`config.mk`:
```
export PLATFORM = sky130hd
export DESIGN_NAME = img_out_writeback
export DESIGN_NICKNAME = d
export VERILOG_FILES = /design/src/rtl/img_out_writeback.sv
export SDC_FILE = /design/constraint.sdc
export NUM_CORES = 1
export LEC_CHECK = 0
export ABC_CLOCK_PERIOD_IN_PS = 14400
export BUFFER_PORTS_ARGS = -buffer_cell sky130_fd_sc_hd__buf_2
export CORE_MARGIN = 2
export CORE_UTILIZATION = 55
export CTS_CLUSTER_DIAMETER = 80
export CTS_CLUSTER_SIZE = 20
export DETAILED_ROUTE_END_ITERATION = 6
export PLACE_DENSITY = 0.76
export SYNTH_ARGS = -nofsm -noshare
export SYNTH_HDL_FRONTEND = slang
export SYNTH_SLANG_ARGS = --single-unit
```
`constraint.sdc`:
```
create_clock -name CLK -period 14.4 [get_ports CLK]
set_input_delay 2.16 -clock CLK [delete_from_list [all_inputs] [get_ports CLK]]
set_output_delay 2.16 -clock CLK [all_outputs]
set_load 0.005 [all_outputs]
```
`src/rtl/img_out_writeback.sv`:
```
// Output-image writeback: captures CPU stores that hit the output-image window,
// buffers them in a small FIFO and drains them as byte writes into the image RAM.
// Tracks written pixels and flags image completion and dropped stores.
module img_out_writeback #(
    parameter logic [31:0] OUT_BASE   = 32'd262144,
    parameter logic [31:0] WIN_SIZE   = 32'd65536,
    parameter int unsigned DEPTH      = 8,
    parameter logic [31:0] IMG_PIXELS = 32'd65536
) (
    input  logic        CLK,
    input  logic        RST,
    input  logic [31:0] data_mem_address_i,
    input  logic [31:0] data_mem_in_data_i,
    input  logic        data_mem_WE_i,
    output logic        cpu_stall_o,
    output logic [15:0] ram_address_o,
    output logic [7:0]  ram_data_o,
    output logic        ram_wren_o,
    input  logic        ram_ready_i,
    output logic [31:0] pixel_count_o,
    output logic        done_o,
    output logic        overflow_o,
    input  logic        clear_i
);

    localparam int unsigned PTR_W = (DEPTH > 1) ? $clog2(DEPTH) : 1;
    localparam int unsigned CNT_W = PTR_W + 1;
    localparam logic [CNT_W-1:0] FULL_CNT = CNT_W'(DEPTH);

    typedef enum logic [1:0] {StIdle, StDrain, StDone} state_e;

    state_e           state_q;
    logic             done_q;
    logic             ovf_q;
    logic [31:0]      pix_q, pix_d;
    logic [CNT_W-1:0] occ_q, occ_d;
    logic [PTR_W-1:0] wr_ptr_q, rd_ptr_q;
    logic [23:0]      mem_q [DEPTH];

    logic [31:0] offset;
    logic        hit, full, empty, pop, push, drop;
    logic [23:0] head;

    // Upper store data bits are never written to the image.
    logic unused_data;
    assign unused_data = ^data_mem_in_data_i[31:8];

    // Offset wraps for addresses below the base, so the lower bound check is still needed.
    assign offset = data_mem_address_i - OUT_BASE;
    assign hit    = data_mem_WE_i && (data_mem_address_i >= OUT_BASE) && (offset < WIN_SIZE);

    assign full  = (occ_q == FULL_CNT);
    assign empty = (occ_q == '0);
    assign pop   = ram_wren_o && ram_ready_i;
    // A full FIFO can still accept when the head leaves in the same cycle.
    assign push  = hit && !clear_i && (!full || pop);
    assign drop  = hit && !clear_i && full && !pop;

    assign head          = mem_q[rd_ptr_q];
    assign ram_wren_o    = !empty;
    assign ram_address_o = empty ? 16'h0 : head[23:8];
    assign ram_data_o    = empty ? 8'h0 : head[7:0];
    assign cpu_stall_o   = full;
    assign pixel_count_o = pix_q;
    assign done_o        = done_q;
    assign overflow_o    = ovf_q;

    // Next occupancy and saturating pixel count.
    always_comb begin
        occ_d = occ_q;
        unique case ({push, pop})
            2'b10:   occ_d = occ_q + CNT_W'(1);
            2'b01:   occ_d = occ_q - CNT_W'(1);
            default: occ_d = occ_q;
        endcase
        pix_d = pix_q;
        if (pop && (pix_q != 32'hFFFF_FFFF)) begin
            pix_d = pix_q + 32'd1;
        end
    end

    // FIFO storage; contents need no reset since occupancy gates their use.
    always_ff @(posedge CLK) begin
        if (push) begin
            mem_q[wr_ptr_q] <= {offset[15:0], data_mem_in_data_i[7:0]};
        end
    end

    // FIFO pointers, occupancy, pixel counter and sticky overflow.
    always_ff @(posedge CLK) begin
        if (!RST || clear_i) begin
            wr_ptr_q <= '0;
            rd_ptr_q <= '0;
            occ_q    <= '0;
            pix_q    <= '0;
            ovf_q    <= 1'b0;
        end else begin
            if (push) begin
                wr_ptr_q <= wr_ptr_q + PTR_W'(1);
            end
            if (pop) begin
                rd_ptr_q <= rd_ptr_q + PTR_W'(1);
            end
            occ_q <= occ_d;
            pix_q <= pix_d;
            if (drop) begin
                ovf_q <= 1'b1;
            end
        end
    end

    // Image-progress FSM with registered done flag.
    always_ff @(posedge CLK) begin
        if (!RST || clear_i) begin
            state_q <= StIdle;
            done_q  <= 1'b0;
        end else begin
            case (state_q)
                StIdle: begin
                    if (push) begin
                        state_q <= StDrain;
                    end
                end
                StDrain: begin
                    // Completion is judged on post-update count and occupancy.
                    if ((pix_d >= IMG_PIXELS) && (occ_d == '0)) begin
                        state_q <= StDone;
                        done_q  <= 1'b1;
                    end
                end
                StDone: begin
                    done_q <= 1'b1;
                end
                default: begin
                    state_q <= StIdle;
                    done_q  <= 1'b0;
                end
            endcase
        end
    end

endmodule

```
# After elaboration in Yosys (flattened, before gate mapping)
# Memories as Yosys holds them, arrays and structs flattened. A register that Yosys moved wholly into a read port is not among the register bits.
# Index checks and enable logic that the tools add are counted.
[totals]
romBits = 0
elab_cells = 61
latch_bits = 0
reg_bits = 46
inputBits = 69
n_memories = 1
mem_bits_rw = 192
[classes]
n_eq_ne = 8
multipliers = 0
n_bitwise = 2
n_reduce_logical = 21
addsub = 6
n_mux = 13
shifts = 0
div_mod_pow = 0
order_cmp = 3
[mem_list]
columns = ["memory", "depth", "word_bits", "rd", "rd_clocked_by_memory_dff", "wr", "line", "text"]
rows = [
  ["mem_q", 8, 24, 1, 1, 1, "38", "logic [23:0] mem_q [DEPTH];"],
]
[op_table]
columns = ["op", "count"]
rows = [
  ["adder 32 x 1 -> 32 bit (second input constant)", 1],
  ["greater-or-equal comparator 32 x 17 -> 1 bit (second input constant)", 1],
  ["greater-or-equal comparator 32 x 19 -> 1 bit (second input constant)", 1],
  ["< comparator 32 x 17 -> 1 bit (second input constant)", 1],
  ["two-way mux 32 bit", 1],
  ["inequality test 32 bit (second input constant)", 1],
  ["subtractor 32 x 19 -> 32 bit (second input constant)", 1],
  ["two-way mux 16 bit", 1],
  ["logical AND 1 bit", 9],
  ["logical NOT 4 bit", 2],
  ["two-way mux 8 bit", 1],
  ["case mux 4 bit (2 select lines)", 1],
  ["adder 3 x 1 -> 3 bit (second input constant)", 2],
  ["two-way mux 3 bit", 2],
  ["case mux 2 bit (3 select lines)", 1],
  ["logical NOT 1 bit", 5],
  ["adder 4 x 1 -> 4 bit (second input constant)", 1],
  ["== test 2 x 1 -> 1 bit (second input constant)", 2],
  ["== test 2 bit (second input constant)", 2],
  ["== test 4 bit (second input constant)", 1],
  ["two-way mux 2 bit", 2],
  ["inequality test 2 bit (second input constant)", 2],
  ["subtractor 4 x 1 -> 4 bit (second input constant)", 1],
  ["two-way mux 1 bit", 3],
  ["6 further kinds", 8],
]

# Longest topological paths before layout
[logic_depth]
ltp_word = 11
mapped_depth = 14

# Worst setup path after synthesis
# Ideal clock, no wire load.
[synth_timing]
path_type = "input -> register"
startpoint = "in data_mem_address_i[28]"
endpoint = "mem mem_q[2][0], enable pin"
setup_ps = 475
path_stages = 5
setup_slack_ps = 8110
n_path_buf = 0
t_arrival_ps = 5815
cell_sequence = "nor4_1 > nand2_1 > nor3_1 > o21ai_0 > nor4b_1"
[synth_between]
elab_chain_len = 7
word_cells_on_any_way = 9
[synth_lines]
columns = ["element", "line", "text"]
rows = [
  ["start: declaration", "12", "input logic [31:0] data_mem_address_i,"],
  ["subtractor 32 x 19 -> 32 bit or greater-or-equal comparator 32 x 19 -> 1 bit (tied branches)", "49, 50", ""],
  ["< comparator 32 x 17 -> 1 bit or logical AND 1 bit (tied branches)", "50", "assign hit = data_mem_WE_i && (data_mem_address_i >= OUT_BASE) && (offset < WIN_SIZE);"],
  ["logical AND 1 bit *", "50", ""],
  ["logical AND 1 bit * (2 in series)", "56", "assign push = hit && !clear_i && (!full || pop);"],
  ["two-way mux 1 bit *", "84", "if (push) begin"],
  ["two-way mux 1 bit (implied by the code) *", "85", "mem_q[wr_ptr_q] <= {offset[15:0], data_mem_in_data_i[7:0]};"],
  ["end: declaration", "38", ""],
]
# Mark *: on every way between the ends. The rest lies on a longest branch, timed or not.

# Worst setup path in the final report
[layout_timing]
startpoint = "in data_mem_address_i[22]"
endpoint = "reg state_q[0]"
[layout_between]
elab_chain_len = 11
word_cells_on_any_way = 15
[layout_lines]
columns = ["element", "line", "text"]
rows = [
  ["subtractor 32 x 19 -> 32 bit or greater-or-equal comparator 32 x 19 -> 1 bit (tied branches)", "49, 50", ""],
  ["< comparator 32 x 17 -> 1 bit or logical AND 1 bit (tied branches)", "50", ""],
  ["logical AND 1 bit *", "50", ""],
  ["logical AND 1 bit * (2 in series)", "56", ""],
  ["== test 2 x 1 -> 1 bit or == test 2 bit (tied branches)", "71", "unique case ({push, pop})"],
  ["case mux 4 bit (2 select lines)", "71", ""],
  ["logical NOT 4 bit", "126", "if ((pix_d >= IMG_PIXELS) && (occ_d == '0)) begin"],
  ["logical AND 1 bit", "126", ""],
  ["inequality test 2 bit (no source line)", "-", ""],
  ["AND reduction 3 bit (no source line) *", "-", ""],
  ["end signal: assignment", "121", "state_q <= StDrain;"],
  ["end signal: assignment", "127", "state_q <= StDone;"],
  ["end signal: assignment", "135", "state_q <= StIdle;"],
  ["end: declaration", "32", "state_e state_q;"],
]
# Marked as above.
# A chain may end at the register's enable or synchronous reset.

==> run metrics <==
most frequent cells in the layout=edfxtp_1, buf_2, nor2_1, mux4_2, dfxtp_1; CTS tree=yes; Fmax=around 200 MHz; Distinct cells, synth=51; antenna violations before repair=1; Post-Route WL=20000 um; WS Path Type=in -> reg; Fill cells=1298; nets@finish=just over 800; GRT Util Overall=20.8%; Max VDD drop=0.0000888 V; CP endpoint kind=register; Post-synth EDFFs=192; post-synth top area share=between 50% and 60%; largest net degree at the start of global routing=49; startpoint types=primary input; RePlAce Congestion=0.881; # rows=49; Max Slew Vio Count=0; Clock Skew=about 0.017 ns; antenna-violating nets left=0; Final Hold Fails=0; Tmin final=5.09 ns; Mean Syn Cell Area=15.5 sq um; vias in the first global route=6039; Top delay family on crit path=compound AO/OA/AOI/OAI gates; clk root buf=clkbuf_16; register area=between 0.006 and 0.007 sq mm; Synth Warn #=0; Hold-fix buffers, CTS=0; stages on the worst setup path=14; Synth area leader=edfxtp_1; Max Root-Sink Buffers=3; Least-Margin Pin Slew=~0.98 ns; final setup fails=0; H-tree depth=1; Remaining Overflow, GRT=0; core region area=0.0179 sq mm; TNS Setup=0 ns; Finished Layout Cells=roughly 980; I/O pin cnt=around 130; Post-synth ARST share=0%; Inst Count DP=between 900 and 1000; FF-to-FF End=state_q[0]$_SDFFE_PP0P_; synthesis-stage register bit count=241; crit-path max cell delay=0.47 ns; clock slew at reported path FFs=~0.08 ns; Critical Path Fanout Max=5; Data arrival, critical path=5.50 ns; Clk Latency, worst-skew pair=0.48 ns; slowest CP cell=a311oi_1; Pwr Total=approximately 1.2 mW; first-pass GRT wire length=31700 um; setup bufs post-CTS=0; pwr dens=between 100 and 150 mW/mm^2; dpl hpwl=about 12000 um; Starting Density=about 56%; multi-input logic area=0.00313 sq mm; Crit path required time=14.81 ns; r2r startpoint=occ_q[1]$_SDFF_PP0_; post-cts resize count=0; total number of vias=between 5000 and 6000; post-synthesis cell area=0.0100 sq mm; PortBufs=104; status=finished, final reports clean; Die Span Y=139 um; wire per inst=20.4 um; reg-to-reg slack, setup=11.02 ns; CP Launch Point=data_mem_address_i[22]; Die Footprint=between 0.015 and 0.02 sq mm; Num CTS Buffers=16; predominant post-synthesis flop cell=edfxtp_1; top post-synthesis cells by area=edfxtp_1, mux4_2, dfxtp_1; vias per std cell=around 6; proportion of layout cells with a drive suffix above 1=26.8%; crit share post-route=35.4%; number of antenna diodes=0; Critical Path End=state_q[0]$_SDFFE_PP0P_; max_cap viols=0; Cells after Synth=about 640; Worst Hold Class=reg -> reg; DR iter-0 viols=505; sequential cell area fraction in the yosys report=67.5%; worst rel slew slack=33.9%; LEAKAGE=around 3.7 nW; commonest non-fill, non-tap cell in the layout=edfxtp_1; Worst Path Buf+Inv=2; pre-CTS setup slack=between 8 and 9 ns; die span in x=139 um; RSZ-0062 raised after global routing=no; Synthesized Nets=723; cells on worst reg2reg path=11; DR pass1 iterations=5; critical-path cell list=buf_2 > nor4_1 > nand2_1 > or3_4 > nand2_1 > inv_1 > ha_1 > a21o_1 > a21oi_1 > nand3_1 > a311oi_1 > o21ai_0 > a21oi_1 > mux2i_1; Num Clock Sinks=241; P&R area growth vs syn=12.9%; drt drc=0; final worst slack=9.31 ns
## synth_stat cells, types with 2 or more instances
| cell | instances |
|---|---|
| a211oi_1 | 2 |
| a21o_1 | 2 |
| a21oi_1 | 13 |
| a31oi_1 | 2 |
| and2_1 | 4 |
| and3_1 | 6 |
| buf_1 | 7 |
| buf_2 | 2 |
| clkbuf_1 | 19 |
| dfxtp_1 | 49 |
| edfxtp_1 | 192 |
| ha_1 | 9 |
| inv_1 | 12 |
| mux2i_1 | 31 |
| mux4_2 | 48 |
| nand2_1 | 28 |
| nand2b_1 | 3 |
| nand3_1 | 18 |
| nand3b_1 | 3 |
| nand4_1 | 10 |
| nor2_1 | 79 |
| nor3_1 | 13 |
| nor3b_1 | 3 |
| nor4_1 | 11 |
| nor4b_1 | 3 |
| o2111ai_1 | 2 |
| o21a_1 | 2 |
| o21ai_0 | 10 |
| or2_2 | 2 |
| or3_1 | 6 |
| xnor2_1 | 21 |
| xor2_1 | 13 |
## power by group
| part | switching [mW] | total, mW | internal, mW | leakage, nW |
|---|---|---|---|---|
| clock network | 0.218 | 0.435 | 0.217 | 0.224 |
| logic | 0.0104 | 0.0155 | 0.00505 | 1.39 |
| registers | 0.000000245 | 0.749 | 0.749 | 2.12 |
| total | 0.228 | 1.20 | 0.970 | 3.73 |
## sequential cells by signal, summed over array words and instances, names as in the netlist, named ones only
signal / count
occ_q: 4
wr_ptr_q: 3
pixel_count_o: 32
rd_ptr_q: 3
overflow_o: 1
state_q: 2
done_o: 1
mem_q: 192
## final cells by class
type                            count  area share, %
Clock buffer                       20           3.87
Clock inverter                      2          0.222
Inverter                           12          0.399
Multi-Input combinational cell    362           27.7
Sequential cell                   241           59.8
Tap cell                          229           2.54
Timing Repair Buffer              116           5.41
## how the worst min path moves through the flow
stage / depth (start not counted) / start / end / slack [ns]
2_1_floorplan: 2 / done_o$_SDFFE_PP0P_ / done_o$_SDFFE_PP0P_ / 0.45
4_1_cts: 2 / done_o$_SDFFE_PP0P_ / done_o$_SDFFE_PP0P_ / 0.46
3_5_place_dp: 2 / done_o$_SDFFE_PP0P_ / done_o$_SDFFE_PP0P_ / 0.44
3_3_place_gp: 2 / done_o$_SDFFE_PP0P_ / done_o$_SDFFE_PP0P_ / 0.45
5_1_grt: 2 / done_o$_SDFFE_PP0P_ / done_o$_SDFFE_PP0P_ / 0.48
6_report: 2 / done_o$_SDFFE_PP0P_ / done_o$_SDFFE_PP0P_ / 0.46
## logic make-up (layout without fill, tap and decap cells)
| family | Yosys count | after routing | synth area share, % |
|---|---|---|---|
| multiplexers | 79 | 79 | 13.9 |
| AO/OA/AOI/OAI | 41 | 41 | 2.72 |
| XOR/XNOR | 34 | 34 | 2.98 |
| buffers and inverters | 41 | 150 | 1.64 |
| adder cells (fa/ha/maj) | 10 | 10 | 1.33 |
| AND/OR/NAND/NOR | 198 | 198 | 9.93 |
| flip-flops | 241 | 241 | 67.5 |
## metal layers
layer | track usage (%) | routed length (um) | vias up
li1 | - | - | 2684
met1 | 27.5 | 8150 | 2976
met2 | 35.6 | 10000 | 220
met3 | 3.76 | 1360 | 40
met4 | 6.33 | 478 | 2
met5 | 0 | 11 | -
## stage by stage
stage / utilization, % / hold WS (ns) / cell area, sq um
after floorplan: - / 0.451 / 10000
after global placement: 60.5 / 0.448 / 10800
after detailed placement: 60.5 / 0.443 / 10800
final: 63.0 / 0.460 / 11300
after CTS: 63.0 / 0.463 / 11300
after global routing: 63.0 / 0.479 / 11300
## tightest hold or removal path: stages, from the launching register on
cell     delay, ns
dfxtp_1       0.32
nand2_1       0.05
mux2i_1       0.05
(Power assumes the default switching activity.)
